===== config.mk =====
export PLATFORM = sky130hd
export DESIGN_NAME = sprite_anim_addr
export DESIGN_NICKNAME = d
export VERILOG_FILES = /design/src/rtl/sprite_anim_addr.sv
export SDC_FILE = /design/constraint.sdc
export NUM_CORES = 1
export LEC_CHECK = 0
export CAP_MARGIN = 20
export CORE_MARGIN = 2
export CORE_UTILIZATION = 25
export CTS_BUF_LIST = sky130_fd_sc_hd__clkbuf_8 sky130_fd_sc_hd__clkbuf_16
export CTS_CLUSTER_DIAMETER = 80
export CTS_CLUSTER_SIZE = 28
export DETAILED_ROUTE_END_ITERATION = 10
export HOLD_SLACK_MARGIN = 0.03
export PLACE_DENSITY = 0.45
export SYNTH_ARGS = -nofsm -noshare
export SYNTH_HDL_FRONTEND = slang
export SYNTH_SLANG_ARGS = --single-unit

===== constraint.sdc =====
create_clock -name vga_clk -period 4.8 [get_ports vga_clk]
set_input_delay 0.48 -clock vga_clk [delete_from_list [all_inputs] [get_ports vga_clk]]
set_output_delay 0.48 -clock vga_clk [all_outputs]
set_load 0.005 [all_outputs]

===== src/rtl/sprite_anim_addr.sv =====
// Sprite ROM address generator: places a multi-frame, optionally mirrored sprite and
// sequences a triggered attack animation one video frame at a time. Address path has 1 cycle latency.
module sprite_anim_addr #(
    parameter int SPR_W          = 64,
    parameter int SPR_H          = 64,
    parameter int NUM_FRAMES     = 4,
    parameter int TICKS_PER_FRM  = 6,
    parameter int COOLDOWN_TICKS = 8,
    parameter int ADDR_W         = 14,
    localparam int FI_W = (NUM_FRAMES > 1) ? $clog2(NUM_FRAMES) : 1
) (
    input  logic              vga_clk,
    input  logic              reset,
    input  logic [9:0]        DrawX,
    input  logic [9:0]        DrawY,
    input  logic              frame_tick,
    input  logic              trigger,
    input  logic [9:0]        pos_x,
    input  logic [9:0]        pos_y,
    input  logic              facing_left,
    output logic [ADDR_W-1:0] rom_address,
    output logic              sprite_on,
    output logic [FI_W-1:0]   frame_idx,
    output logic              anim_busy,
    output logic              anim_done
);

    localparam int TC_W = (TICKS_PER_FRM > 1) ? $clog2(TICKS_PER_FRM) : 1;
    localparam int CD_W = (COOLDOWN_TICKS > 1) ? $clog2(COOLDOWN_TICKS) : 1;

    typedef enum logic [1:0] {
        IDLE     = 2'd0,
        PLAY     = 2'd1,
        COOLDOWN = 2'd2
    } state_t;

    state_t            r_state,     w_state_nxt;
    logic [FI_W-1:0]   r_frame_idx, w_frame_nxt;
    logic [TC_W-1:0]   r_tick_cnt,  w_tick_nxt;
    logic [CD_W-1:0]   r_cd_cnt,    w_cd_nxt;
    logic              r_pending,   w_pending_nxt;
    logic              r_done,      w_done_nxt;

    logic [9:0]        r_sx;
    logic [9:0]        r_sy;
    logic              r_facing;

    always_ff @(posedge vga_clk) begin
        if (reset) begin
            r_state     <= IDLE;
            r_frame_idx <= '0;
            r_tick_cnt  <= '0;
            r_cd_cnt    <= '0;
            r_pending   <= 1'b0;
            r_done      <= 1'b0;
        end else begin
            r_state     <= w_state_nxt;
            r_frame_idx <= w_frame_nxt;
            r_tick_cnt  <= w_tick_nxt;
            r_cd_cnt    <= w_cd_nxt;
            r_pending   <= w_pending_nxt;
            r_done      <= w_done_nxt;
        end
    end

    // Sequencer only moves on frame_tick so a whole video frame shows one animation frame.
    always_comb begin
        w_state_nxt   = r_state;
        w_frame_nxt   = r_frame_idx;
        w_tick_nxt    = r_tick_cnt;
        w_cd_nxt      = r_cd_cnt;
        w_pending_nxt = r_pending;
        w_done_nxt    = 1'b0;
        case (r_state)
            IDLE: begin
                if (frame_tick && (trigger || r_pending)) begin
                    w_state_nxt   = PLAY;
                    w_frame_nxt   = '0;
                    w_tick_nxt    = '0;
                    w_pending_nxt = 1'b0;
                end else if (trigger) begin
                    w_pending_nxt = 1'b1;
                end
            end
            PLAY: begin
                if (frame_tick) begin
                    if (r_tick_cnt != TC_W'(TICKS_PER_FRM - 1)) begin
                        w_tick_nxt = r_tick_cnt + TC_W'(1);
                    end else begin
                        w_tick_nxt = '0;
                        if (r_frame_idx != FI_W'(NUM_FRAMES - 1)) begin
                            w_frame_nxt = r_frame_idx + FI_W'(1);
                        end else begin
                            w_frame_nxt = '0;
                            w_cd_nxt    = '0;
                            w_done_nxt  = 1'b1;
                            w_state_nxt = (COOLDOWN_TICKS == 0) ? IDLE : COOLDOWN;
                        end
                    end
                end
            end
            COOLDOWN: begin
                if (frame_tick) begin
                    if (r_cd_cnt == CD_W'(COOLDOWN_TICKS - 1)) begin
                        w_state_nxt = IDLE;
                    end else begin
                        w_cd_nxt = r_cd_cnt + CD_W'(1);
                    end
                end
            end
            default: w_state_nxt = IDLE;
        endcase
    end

    // Position/facing shadowed at frame_tick so mid-frame updates never tear the sprite.
    always_ff @(posedge vga_clk) begin
        if (reset) begin
            r_sx     <= '0;
            r_sy     <= '0;
            r_facing <= 1'b0;
        end else if (frame_tick) begin
            r_sx     <= pos_x;
            r_sy     <= pos_y;
            r_facing <= facing_left;
        end
    end

    logic [10:0]       w_dx;
    logic [10:0]       w_dy;
    logic [10:0]       w_col;
    logic              w_inside;
    logic [ADDR_W-1:0] w_addr;

    // 11-bit sums: a box past the right/bottom edge clips instead of wrapping to column 0.
    assign w_dx     = {1'b0, DrawX} - {1'b0, r_sx};
    assign w_dy     = {1'b0, DrawY} - {1'b0, r_sy};
    assign w_inside = (DrawX >= r_sx) && ({1'b0, DrawX} < ({1'b0, r_sx} + 11'(SPR_W))) &&
                      (DrawY >= r_sy) && ({1'b0, DrawY} < ({1'b0, r_sy} + 11'(SPR_H)));
    assign w_col    = r_facing ? (11'(SPR_W - 1) - w_dx) : w_dx;
    assign w_addr   = ADDR_W'(r_frame_idx) * ADDR_W'(SPR_W * SPR_H)
                    + ADDR_W'(w_dy) * ADDR_W'(SPR_W)
                    + ADDR_W'(w_col);

    always_ff @(posedge vga_clk) begin
        if (reset) begin
            rom_address <= '0;
            sprite_on   <= 1'b0;
        end else begin
            rom_address <= w_inside ? w_addr : '0;
            sprite_on   <= w_inside;
        end
    end

    assign frame_idx = r_frame_idx;
    assign anim_busy = (r_state != IDLE);
    assign anim_done = r_done;

endmodule

==> out/metrics.csv, run 1 <==
metric;value;unit
cell taking the most area after synthesis;dfxtp_1;
initial antenna violation count;0;
vias post-DR;2816;
Slowest Stage Delay on Critical Path;0.45;ns
Leak Pwr;0.00180;uW
top_reg_cell synth;dfxtp_1;
RSZ-0062 raised after global routing;no;
Final Max Slew Viols;0;
Worst Setup SP;DrawX[0];
layout cells sized above 1;0.0354;
cts hold-fix bufs;0;
Die ar.;14300;sq um
CP Buf/Inv Count;3;
Num CTS Buffers;5;
register area;961;sq um
Vias/cell;4.48;
Yosys cell types;58;
Core Area;13100;sq um
Setup Buffers After CTS;0;
input/output buffers;63;
WL/cell;12.7;um
register bit total from synthesis;48;
clk sinks;48;
critical path arrival;4.34;ns
CP Launch Type;primary input;
GR Overflow Total;0;
first drt pass iteration count;4;
CP required;4.97;ns
Setup TNS Final;0;ns
top post-synthesis cells by area;dfxtp_1 (29%), ha_1 (15%), mux2i_1 (6.6%);
vias in the first global route;2783;
Vert. Die Dim;120;um
IO Pins;64;
clk root buf;clkbuf_16;
multiplexer share of the synthesized area;0.0659;
Max-Cap Viols;0;
worst-path fanout max;3;
Nets;539;
syn avg cell area;8.52;sq um
Initial Utilization;0.254;
final setup fails;0;
setup ws final;0.624;ns
post_cts resized;0;
crit path max-delay cell type;clkdlybuf4s50_1;
most common cell after layout, fill and taps aside;clkdlybuf4s50_1;
Site Rows;42;
Multi-input gate area;2170;sq um
gp weighted congestion;0.772;
period utilization;0.870;
Worst setup EP type;flip-flop;
kind of critical path;in2reg;
placed wire-length estimate;6300;um
Post-synth EDFFs;0;
final hold violation count;0;
Seq/Total Area, Yosys;0.288;
Ys Warns;0;
outcome;completed;
post-synth top area share;0.288;
worst skew pair latency;0.30;ns
CTS tree;done;
most frequent CP cell;ha_1;
measured slew at the worst slew-check pin;0.563;ns
asr flop ratio synth;0;
DRT Wirelength;8000;um
CTS clk-pin slew, worst paths;0.06;ns
largest family of logic cells by synthesized area;compound AO/OA/AOI/OAI gates;
total nets after synthesis;480;
Iteration-0 DRC Markers;100;
Rel. slew slack;0.624;
Post-DP Area;4150;sq um
residual DRC count;0;
area fraction in compound gates after synthesis;0.179;
post-synthesis cell area;3340;sq um
area delta synth->final;28.8;%
gr usage total;0.117;
CTS H-tree depth;2;
hold_sp;r_cd_cnt[1];
Hold Path Class;reg2reg;
clock tree buffer depth;2;
largest net degree at the start of global routing;35;
Crit path max-delay family;compound AO/OA/AOI/OAI gates;
origin of the critical flop-to-flop path;r_sx[0];
adder-cell share of the synthesized area;0.168;
most frequent cells in the layout;clkdlybuf4s50_1 (63), nor2_1 (49), dfxtp_1 (48), inv_1 (40), ha_1 (40);
Post-DRT Antenna Nets;0;
post-synthesis cell count;392;
Synth Area in Simple Gates;0.164;
number of inserted diodes;0;
f_max;239;MHz
synthesized-area fraction occupied by xor and xnor cells;0.0734;
min Tclk post-route;4.18;ns
Max rail drop VDD;0.119;mV
fillcell total;1433;
Die Width;120;um
global-route wire length before repair;13600;um
Clock Skew;0.00860;ns
Cell Chain, Critical Path;clkdlybuf4s50_1 -> inv_1 -> ha_1 -> fa_1 -> nand2b_1 -> a21oi_1 -> a2111oi_0 -> a41oi_1 -> nand2_1 -> inv_1 -> ha_1 -> nand2_1 -> o21ai_0 -> ha_1 -> a21o_1 -> a21oi_1 -> o21ai_0 -> a41oi_1 -> xor2_1 -> nor2_1;
pre-CTS setup slack;0.316;ns
PwrDens;275;nW/um^2
Final Cell Area;4300;sq um
[worst min-delay path: stages, from the launching register on]
cell,delay [ns]
dfxtp_1,0.32
nand2_1,0.05
a21oi_1,0.05
[state kept, by name (all words and copies together) (netlist names)]
signal and cells:
r_facing 1, r_cd_cnt 3, r_sx 10, anim_done 1
sprite_on 1, r_sy 10, frame_idx 2, r_tick_cnt 3
r_state 2, rom_address 14, r_pending 1
[power breakdown]
part / internal (uW) / switching [uW]
Clock: 208 / 162
Combinational: 188 / 196
Sequential: 416 / 14.6
Total: 812 / 372
[area by class of cell]
type,count,area share
clock buffers,6,0.0323
repair buffers,65,0.150
well taps,176,0.0512
inverters,40,0.0349
flip-flops and latches,48,0.223
multi-input cells,291,0.505
clock inverters,2,0.00349
[layer usage]
layer / up-vias / global-route usage / wire length, um
met5: - / 0 / 0
met4: 0 / 0.0316 / 108
met2: 40 / 0.197 / 3670
met1: 1283 / 0.154 / 3960
met3: 9 / 0.0233 / 260
li1: 1484 / - / -
[synthesized netlist by cell type (all sizes together) (2+ instances only)]
cell,instances
a2111oi,3
a211oi,3
a21boi,3
a21o,12
a21oi,23
a221o,2
a22oi,2
a31oi,2
a41oi,2
and3,2
and4,2
buf,4
clkbuf,9
dfxtp,48
fa,3
ha,40
inv,40
mux2i,22
nand2,16
nand2b,5
nand3,8
nand4,5
nor2,49
nor2b,7
nor3,8
o211a,3
o211ai,2
o21a,4
o21ai,11
o31ai,2
o32ai,2
or2,2
or3,2
xnor2,17
xor2,11
[worst paths after layout]
check / endpoint / slack, ns / cells past startpoint
max: rom_address[13] / 0.62 / 20
min reg2reg: r_cd_cnt[1] / 0.47 / 2
max reg2reg: rom_address[13] / 0.99 / 18
min: r_cd_cnt[1] / 0.47 / 2
[kinds of logic (layout without fill, tap and decap cells)]
group / after synthesis / count (layout)
AO/OA/AOI/OAI: 85 / 85
XOR/XNOR: 28 / 28
adder cells (fa/ha/maj): 43 / 43
buffers and inverters: 53 / 113
flip-flops: 48 / 48
multiplexers: 22 / 22
AND/OR/NAND/NOR: 113 / 113
[stage by stage]
step / utilization / std cells / hold WS (ns) / power [uW]
floorplan: - / 392 / 0.436 / 712
global placement: 0.316 / 620 / 0.446 / 822
detailed placement: 0.316 / 620 / 0.455 / 825
CTS: 0.327 / 628 / 0.466 / 1200
global route: 0.327 / 628 / 0.472 / 1270
finish: 0.327 / 628 / 0.467 / 1180
(Power assumes the default switching activity.)
==> run 2: changes to the inputs <==
--- a/config.mk
+++ b/config.mk
@@ -7,13 +7,14 @@
 export LEC_CHECK = 0
 export CAP_MARGIN = 20
 export CORE_MARGIN = 2
-export CORE_UTILIZATION = 25
+export CORE_UTILIZATION = 50
 export CTS_BUF_LIST = sky130_fd_sc_hd__clkbuf_8 sky130_fd_sc_hd__clkbuf_16
 export CTS_CLUSTER_DIAMETER = 80
 export CTS_CLUSTER_SIZE = 28
 export DETAILED_ROUTE_END_ITERATION = 10
+export GPL_ROUTABILITY_DRIVEN = 0
 export HOLD_SLACK_MARGIN = 0.03
-export PLACE_DENSITY = 0.45
+export PLACE_DENSITY = 0.78
 export SYNTH_ARGS = -nofsm -noshare
 export SYNTH_HDL_FRONTEND = slang
 export SYNTH_SLANG_ARGS = --single-unit
==> out/metrics.csv, run 2 (synthesized netlist as in run 1, its figures left out) <==
metric;value;unit;change
gr usage total;0.191;;+0.0733
worst-path fanout max;3;;unchanged
worst skew pair latency;0.31;ns;about the same
IO Pins;64;;unchanged
Die Width;85.7;um;-28%
Worst setup EP type;flip-flop;;
Internal;720;uW;-11%
input/output buffers;63;;unchanged
Post-DP Area;4020;sq um;-3.0%
Final Max Slew Viols;0;;unchanged
Nets;539;;unchanged
RSZ-0062 raised after global routing;no;;
kind of critical path;in2reg;;
cts hold-fix bufs;0;;unchanged
most frequent cells in the layout;clkdlybuf4s50_1 (63), nor2_1 (49), dfxtp_1 (48), inv_1 (40), ha_1 (40);;
Leak Pwr;0.00178;uW;-1.4%
clock tree buffer depth;2;;unchanged
Comb pwr share;0.355;;+0.031
largest net degree at the start of global routing;35;;unchanged
Die ar.;7350;sq um;-49%
Core Area;6420;sq um;-51%
critical path arrival;4.33;ns;about the same
WL/cell;13.0;um;+2.0%
Num CTS Buffers;5;;unchanged
fin util;0.642;;+0.314
most common cell after layout, fill and taps aside;clkdlybuf4s50_1;;
Clock Skew;0.00814;ns;-0.000456 ns
CTS clk-pin slew, worst paths;0.09;ns;+0.03 ns
period utilization;0.861;;-0.00932
outcome;complete, but fails checks;;
vias post-DR;2819;;+0.11%
GR Overflow Total;0;;unchanged
switching power;347;uW;-6.9%
initial antenna violation count;0;;unchanged
global-route wire length before repair;11400;um;-16%
clk root buf;clkbuf_8;;
Iteration-0 DRC Markers;123;;+23%
post_cts resized;0;;unchanged
flop2flop setup slack;1.01;ns;+0.02 ns
first drt pass iteration count;8;;+4
Initial Utilization;0.520;;+0.266
Setup Buffers After CTS;0;;unchanged
Clk pwr share;0.242;;-0.070
CP required;4.99;ns;+0.02 ns
area delta synth->final;23.4;%;
Worst Setup SP;DrawX[0];;
max reg flops;14;;unchanged
CTS tree;done;;
number of inserted diodes;0;;unchanged
Vert. Die Dim;85.7;um;-28%
PwrDens;259;nW/um^2;-5.9%
sequential fraction of design power;0.403;;+0.039
min Tclk post-route;4.13;ns;-0.0447 ns
measured slew at the worst slew-check pin;0.475;ns;-0.0880 ns
final hold violation count;0;;unchanged
origin of the critical flop-to-flop path;r_sx[0];;
layout cells sized above 1;0.0354;;unchanged
Vias/cell;5.33;;+19%
Rel. slew slack;0.680;;+0.0563
top flop regs;rom_address x14, r_sx x10, r_sy x10;;
f_max;242;MHz;+1.1%
Final Cell Area;4120;sq um;-4.2%
failing checks;DRC;;
CTS H-tree depth;2;;unchanged
hold_sp;r_cd_cnt[1];;
Max-Cap Viols;0;;unchanged
residual DRC count;5;;+5
DRT Wirelength;6870;um;-14%
largest reg by FF count;rom_address;;
CP Launch Type;primary input;;
Net Sw Frac;0.325;;+0.0105
Site Rows;29;;-31%
final setup fails;0;;unchanged
Hold Path Class;reg2reg;;
Post-DRT Antenna Nets;0;;unchanged
placed wire-length estimate;5440;um;-14%
vias in the first global route;2640;;-5.1%
Setup TNS Final;0;ns;unchanged
Max rail drop VDD;0.116;mV;-2.8%
clk sinks;48;;unchanged
[run 2: cell types whose count changed in the layout (fill, tap and decap cells not counted)]
cell	previous run	this run
clkbuf_16	5	0
clkbuf_8	1	6
[run 2: final timing paths]
path / to / depth (start not counted)
max: rom_address[13] / 20
min: r_cd_cnt[1] / 2
max reg2reg: rom_address[13] / 18
min reg2reg: r_cd_cnt[1] / 2
[run 2: final cells by class]
class | count | area, sq um
clock buffer | 6 | 82.6
clock inverter | 2 | 15.0
fill | 576 | 2300
inverter | 40 | 150
multi-input combinational | 291 | 2170
sequential | 48 | 961
tap | 77 | 96.3
timing repair buffer | 65 | 646
[run 2: critical path: stages]
cell	delay, ns
clkdlybuf4s50_1	0.45
inv_1	0.04
ha_1	0.21
fa_1	0.41
nand2b_1	0.18
a21oi_1	0.26
a2111oi_0	0.16
a41oi_1	0.22
nand2_1	0.11
inv_1	0.07
ha_1	0.22
nand2_1	0.06
o21ai_0	0.12
ha_1	0.30
a21o_1	0.18
a21oi_1	0.20
o21ai_0	0.14
a41oi_1	0.28
xor2_1	0.17
nor2_1	0.05
[run 2: metrics by stage]
stage,cells,hold slack [ns],setup slack (ns),power (uW)
3_5_place_dp,521,0.464,0.353,816
6_report,529,0.470,0.669,1070
5_1_grt,529,0.492,0.340,1140
4_1_cts,529,0.475,0.678,1070
2_1_floorplan,392,0.436,1.18,712
3_3_place_gp,521,0.446,0.508,805
[run 2: power by group through the flow]
stage               combinational, uW  clock [uW]  sequential, uW
global placement                  366           0             439
floorplan                         277           0             435
finish                            379         258             430
detailed placement                377           0             439
global route                      428         280             433
CTS                               379         266             430
[run 2: routing by layer]
layer  global-route usage  vias up  part of all wire
met1                0.245     1255              0.47
li1                     -     1488                 -
met2                0.330       66              0.47
met5                    0        -                 0
met4               0.0534        0             0.015
met3               0.0327       10             0.047
==> run 3: changes to the inputs <==
--- a/config.mk
+++ b/config.mk
@@ -5,6 +5,7 @@
 export SDC_FILE = /design/constraint.sdc
 export NUM_CORES = 1
 export LEC_CHECK = 0
+export ABC_AREA = 1
 export CAP_MARGIN = 20
 export CORE_MARGIN = 2
 export CORE_UTILIZATION = 50
==> out/metrics.csv, run 3 <==
metric;value;unit;change
Slowest Stage Delay on Critical Path;0.45;ns;about the same
count leader, synth;nand2_1;;
clk root buf;clkbuf_8;;
input/output buffers;63;;unchanged
Site Rows;30;;+3.4%
Die Width;87.4;um;+1.9%
CTS tree;done;;
post-synthesis cell count;503;;+28%
pre-CTS setup slack;0.729;ns;+0.375 ns
post-synth top area share;0.276;;-0.0113
Seq/Total Area, Yosys;0.276;;-0.0113
sequential fraction of design power;0.343;;-0.060
RSZ-0062 raised after global routing;no;;
Iteration-0 DRC Markers;159;;+29%
cell taking the most area after synthesis;dfxtp_1;;
min Tclk post-route;3.81;ns;-0.325 ns
Max rail drop VDD;0.220;mV;+90%
global-route wire length before repair;12900;um;+13%
Vias/cell;5.07;;-4.9%
most frequent CP cell;nand2_1;;
Worst setup EP type;flip-flop;;
Post-DRT Antenna Nets;0;;unchanged
CP Launch Type;primary input;;
Yosys cell types;31;;-47%
setup ws final;0.994;ns;+0.325 ns
most common cell after layout, fill and taps aside;nand2_1;;
CP required;5.03;ns;+0.04 ns
Setup TNS Final;0;ns;unchanged
WL/cell;11.6;um;-11%
Clock Skew;0.0101;ns;+0.00199 ns
vias in the first global route;3061;;+16%
outcome;completed;;
Rel. slew slack;0.480;;-0.200
post-synthesis cell area;3480;sq um;+4.1%
Max-Cap Viols;0;;unchanged
period utilization;0.793;;-0.0677
IO Pins;64;;unchanged
gr usage total;0.207;;+0.0166
syn avg cell area;6.91;sq um;-19%
Core Area;6760;sq um;+5.2%
Hold Path Class;reg2reg;;
top_reg_cell synth;dfxtp_1;;
Final Cell Area;4320;sq um;+4.8%
total nets after synthesis;591;;+23%
layout cells sized above 1;0.0564;;+0.0210
Clk pwr share;0.227;;-0.015
residual DRC count;0;;-5
measured slew at the worst slew-check pin;0.779;ns;+0.304 ns
Die ar.;7640;sq um;+3.9%
f_max;263;MHz;+8.5%
vias post-DR;3280;;+16%
Multi-input gate area;2160;sq um;-0.52%
cts hold-fix bufs;0;;unchanged
Post-synth EDFFs;0;;unchanged
Comb pwr share;0.430;;+0.075
max reg flops;14;;unchanged
fillcell total;631;;+9.5%
Leak Pwr;0.00211;uW;+18%
top post-synthesis cells by area;dfxtp_1 (28%), ha_1 (14%), nand2_1 (13%);;
PwrDens;320;nW/um^2;+23%
Initial Utilization;0.515;;-0.00553
register bit total from synthesis;48;;unchanged
clock tree buffer depth;2;;unchanged
final hold violation count;0;;unchanged
clk sinks;48;;unchanged
number of inserted diodes;0;;unchanged
area delta synth->final;24.2;%;
largest reg by FF count;rom_address;;
top flop regs;rom_address x14, r_sx x10, r_sy x10;;
CP Buf/Inv Count;3;;unchanged
placed wire-length estimate;5980;um;+9.9%
switching power;514;uW;+48%
post_cts resized;0;;unchanged
CTS H-tree depth;2;;unchanged
most frequent cells in the layout;nand2_1 (124), inv_1 (84), clkdlybuf4s50_1 (63), dfxtp_1 (48), a21oi_1 (41);;
worst-path fanout max;5;;+2
Cell Chain, Critical Path;clkdlybuf4s50_1 -> inv_1 -> ha_1 -> fa_1 -> nand3b_1 -> nand2_1 -> nand2_1 -> nand4_1 -> nand2_1 -> ha_1 -> inv_1 -> nand2_1 -> xor2_1 -> ha_1 -> nand2_1 -> o21ai_0 -> a21o_1 -> nand2_1 -> or2_1 -> a21oi_1;;
register area;961;sq um;unchanged
critical path arrival;4.04;ns;-0.29 ns
Final Max Slew Viols;0;;unchanged
CTS clk-pin slew, worst paths;0.10;ns;about the same
Net Sw Frac;0.372;;+0.0470
Post-DP Area;4170;sq um;+3.6%
Num CTS Buffers;5;;unchanged
worst skew pair latency;0.30;ns;about the same
final setup fails;0;;unchanged
Crit path max-delay family;adder cells;;
DRT Wirelength;7500;um;+9.2%
largest net degree at the start of global routing;42;;+20%
Internal;867;uW;+20%
kind of critical path;in2reg;;
Nets;654;;+21%
Vert. Die Dim;87.4;um;+1.9%
initial antenna violation count;0;;unchanged
top cells by count, synth;nand2_1 (124), inv_1 (84), dfxtp_1 (48);;
Ys Warns;0;;unchanged
Setup Buffers After CTS;0;;unchanged
crit path max-delay cell type;clkdlybuf4s50_1;;
asr flop ratio synth;0;;unchanged
first drt pass iteration count;4;;-4
GR Overflow Total;0;;unchanged
## run 3: cell types whose count changed after synthesis, sizes merged, moves of 4 or more
cell,before,now
a21o,12,3
nor2b,7,0
a21oi,23,43
nor3,8,4
nand2b,5,0
o21ai,11,31
nand3,8,27
inv,40,85
nand3b,1,5
nand2,16,124
nor2,49,41
xnor2,17,9
mux2i,22,0
xor2,11,15
## run 3: worst register-to-register path, stage by stage, from the launching register on
cell	delay, ns
dfxtp_1	0.35
ha_1	0.23
fa_1	0.41
nand3b_1	0.18
nand2_1	0.13
nand2_1	0.09
nand4_1	0.07
nand2_1	0.09
ha_1	0.20
inv_1	0.07
nand2_1	0.06
xor2_1	0.18
ha_1	0.37
nand2_1	0.08
o21ai_0	0.35
a21o_1	0.18
nand2_1	0.07
or2_1	0.21
a21oi_1	0.11
## run 3: stage by stage
step | total power [uW] | utilization | cells | hold slack, ns
floorplan | 907 | - | 503 | 0.437
global placement | 1050 | 0.617 | 638 | 0.448
detailed placement | 1070 | 0.617 | 638 | 0.459
CTS | 1380 | 0.635 | 646 | 0.471
global route | 1500 | 0.639 | 647 | 0.491
finish | 1380 | 0.639 | 647 | 0.473
## run 3: path summary, 6_finish.rpt
check	depth (start not counted)	slack, ns	to	startpoint
setup / recovery	20	0.99	rom_address[12]	DrawX[0]
hold / removal	2	0.47	r_sx[4]	r_sx[4]
setup reg to reg	18	1.31	rom_address[12]	r_sx[0]
hold reg to reg	2	0.47	r_sx[4]	r_sx[4]
## run 3: final cells by class
| type | count | share of cell area |
|---|---|---|
| Clock buffer | 6 | 0.0191 |
| Clock inverter | 2 | 0.00898 |
| Inverter | 85 | 0.0739 |
| Multi-Input combinational cell | 362 | 0.500 |
| Sequential cell | 48 | 0.222 |
| Tap cell | 80 | 0.0232 |
| Timing Repair Buffer | 64 | 0.152 |
## run 3: logic make-up after synthesis
family          count (synthesis)  synth area share
xor+xnor                       24            0.0605
flops                          48             0.276
fa+ha+maj                      43             0.161
compound gates                 83             0.128
simple gates                  212             0.271
buf+inv                        93             0.103
## run 3: power groups by stage
stage	registers, uW	clock network [uW]	logic (uW)
after global routing	480	331	686
after global placement	482	0	565
final	473	313	594
after CTS	473	318	589
after detailed placement	483	0	585
after floorplan	474	0	433
## run 3: layer usage
metal / vias to the layer above / track usage / share of wire
met5: - / 0 / 0
met3: 14 / 0.0313 / 0.038
li1: 1728 / - / -
met1: 1465 / 0.255 / 0.46
met4: 0 / 0.0448 / 0.018
met2: 73 / 0.379 / 0.48
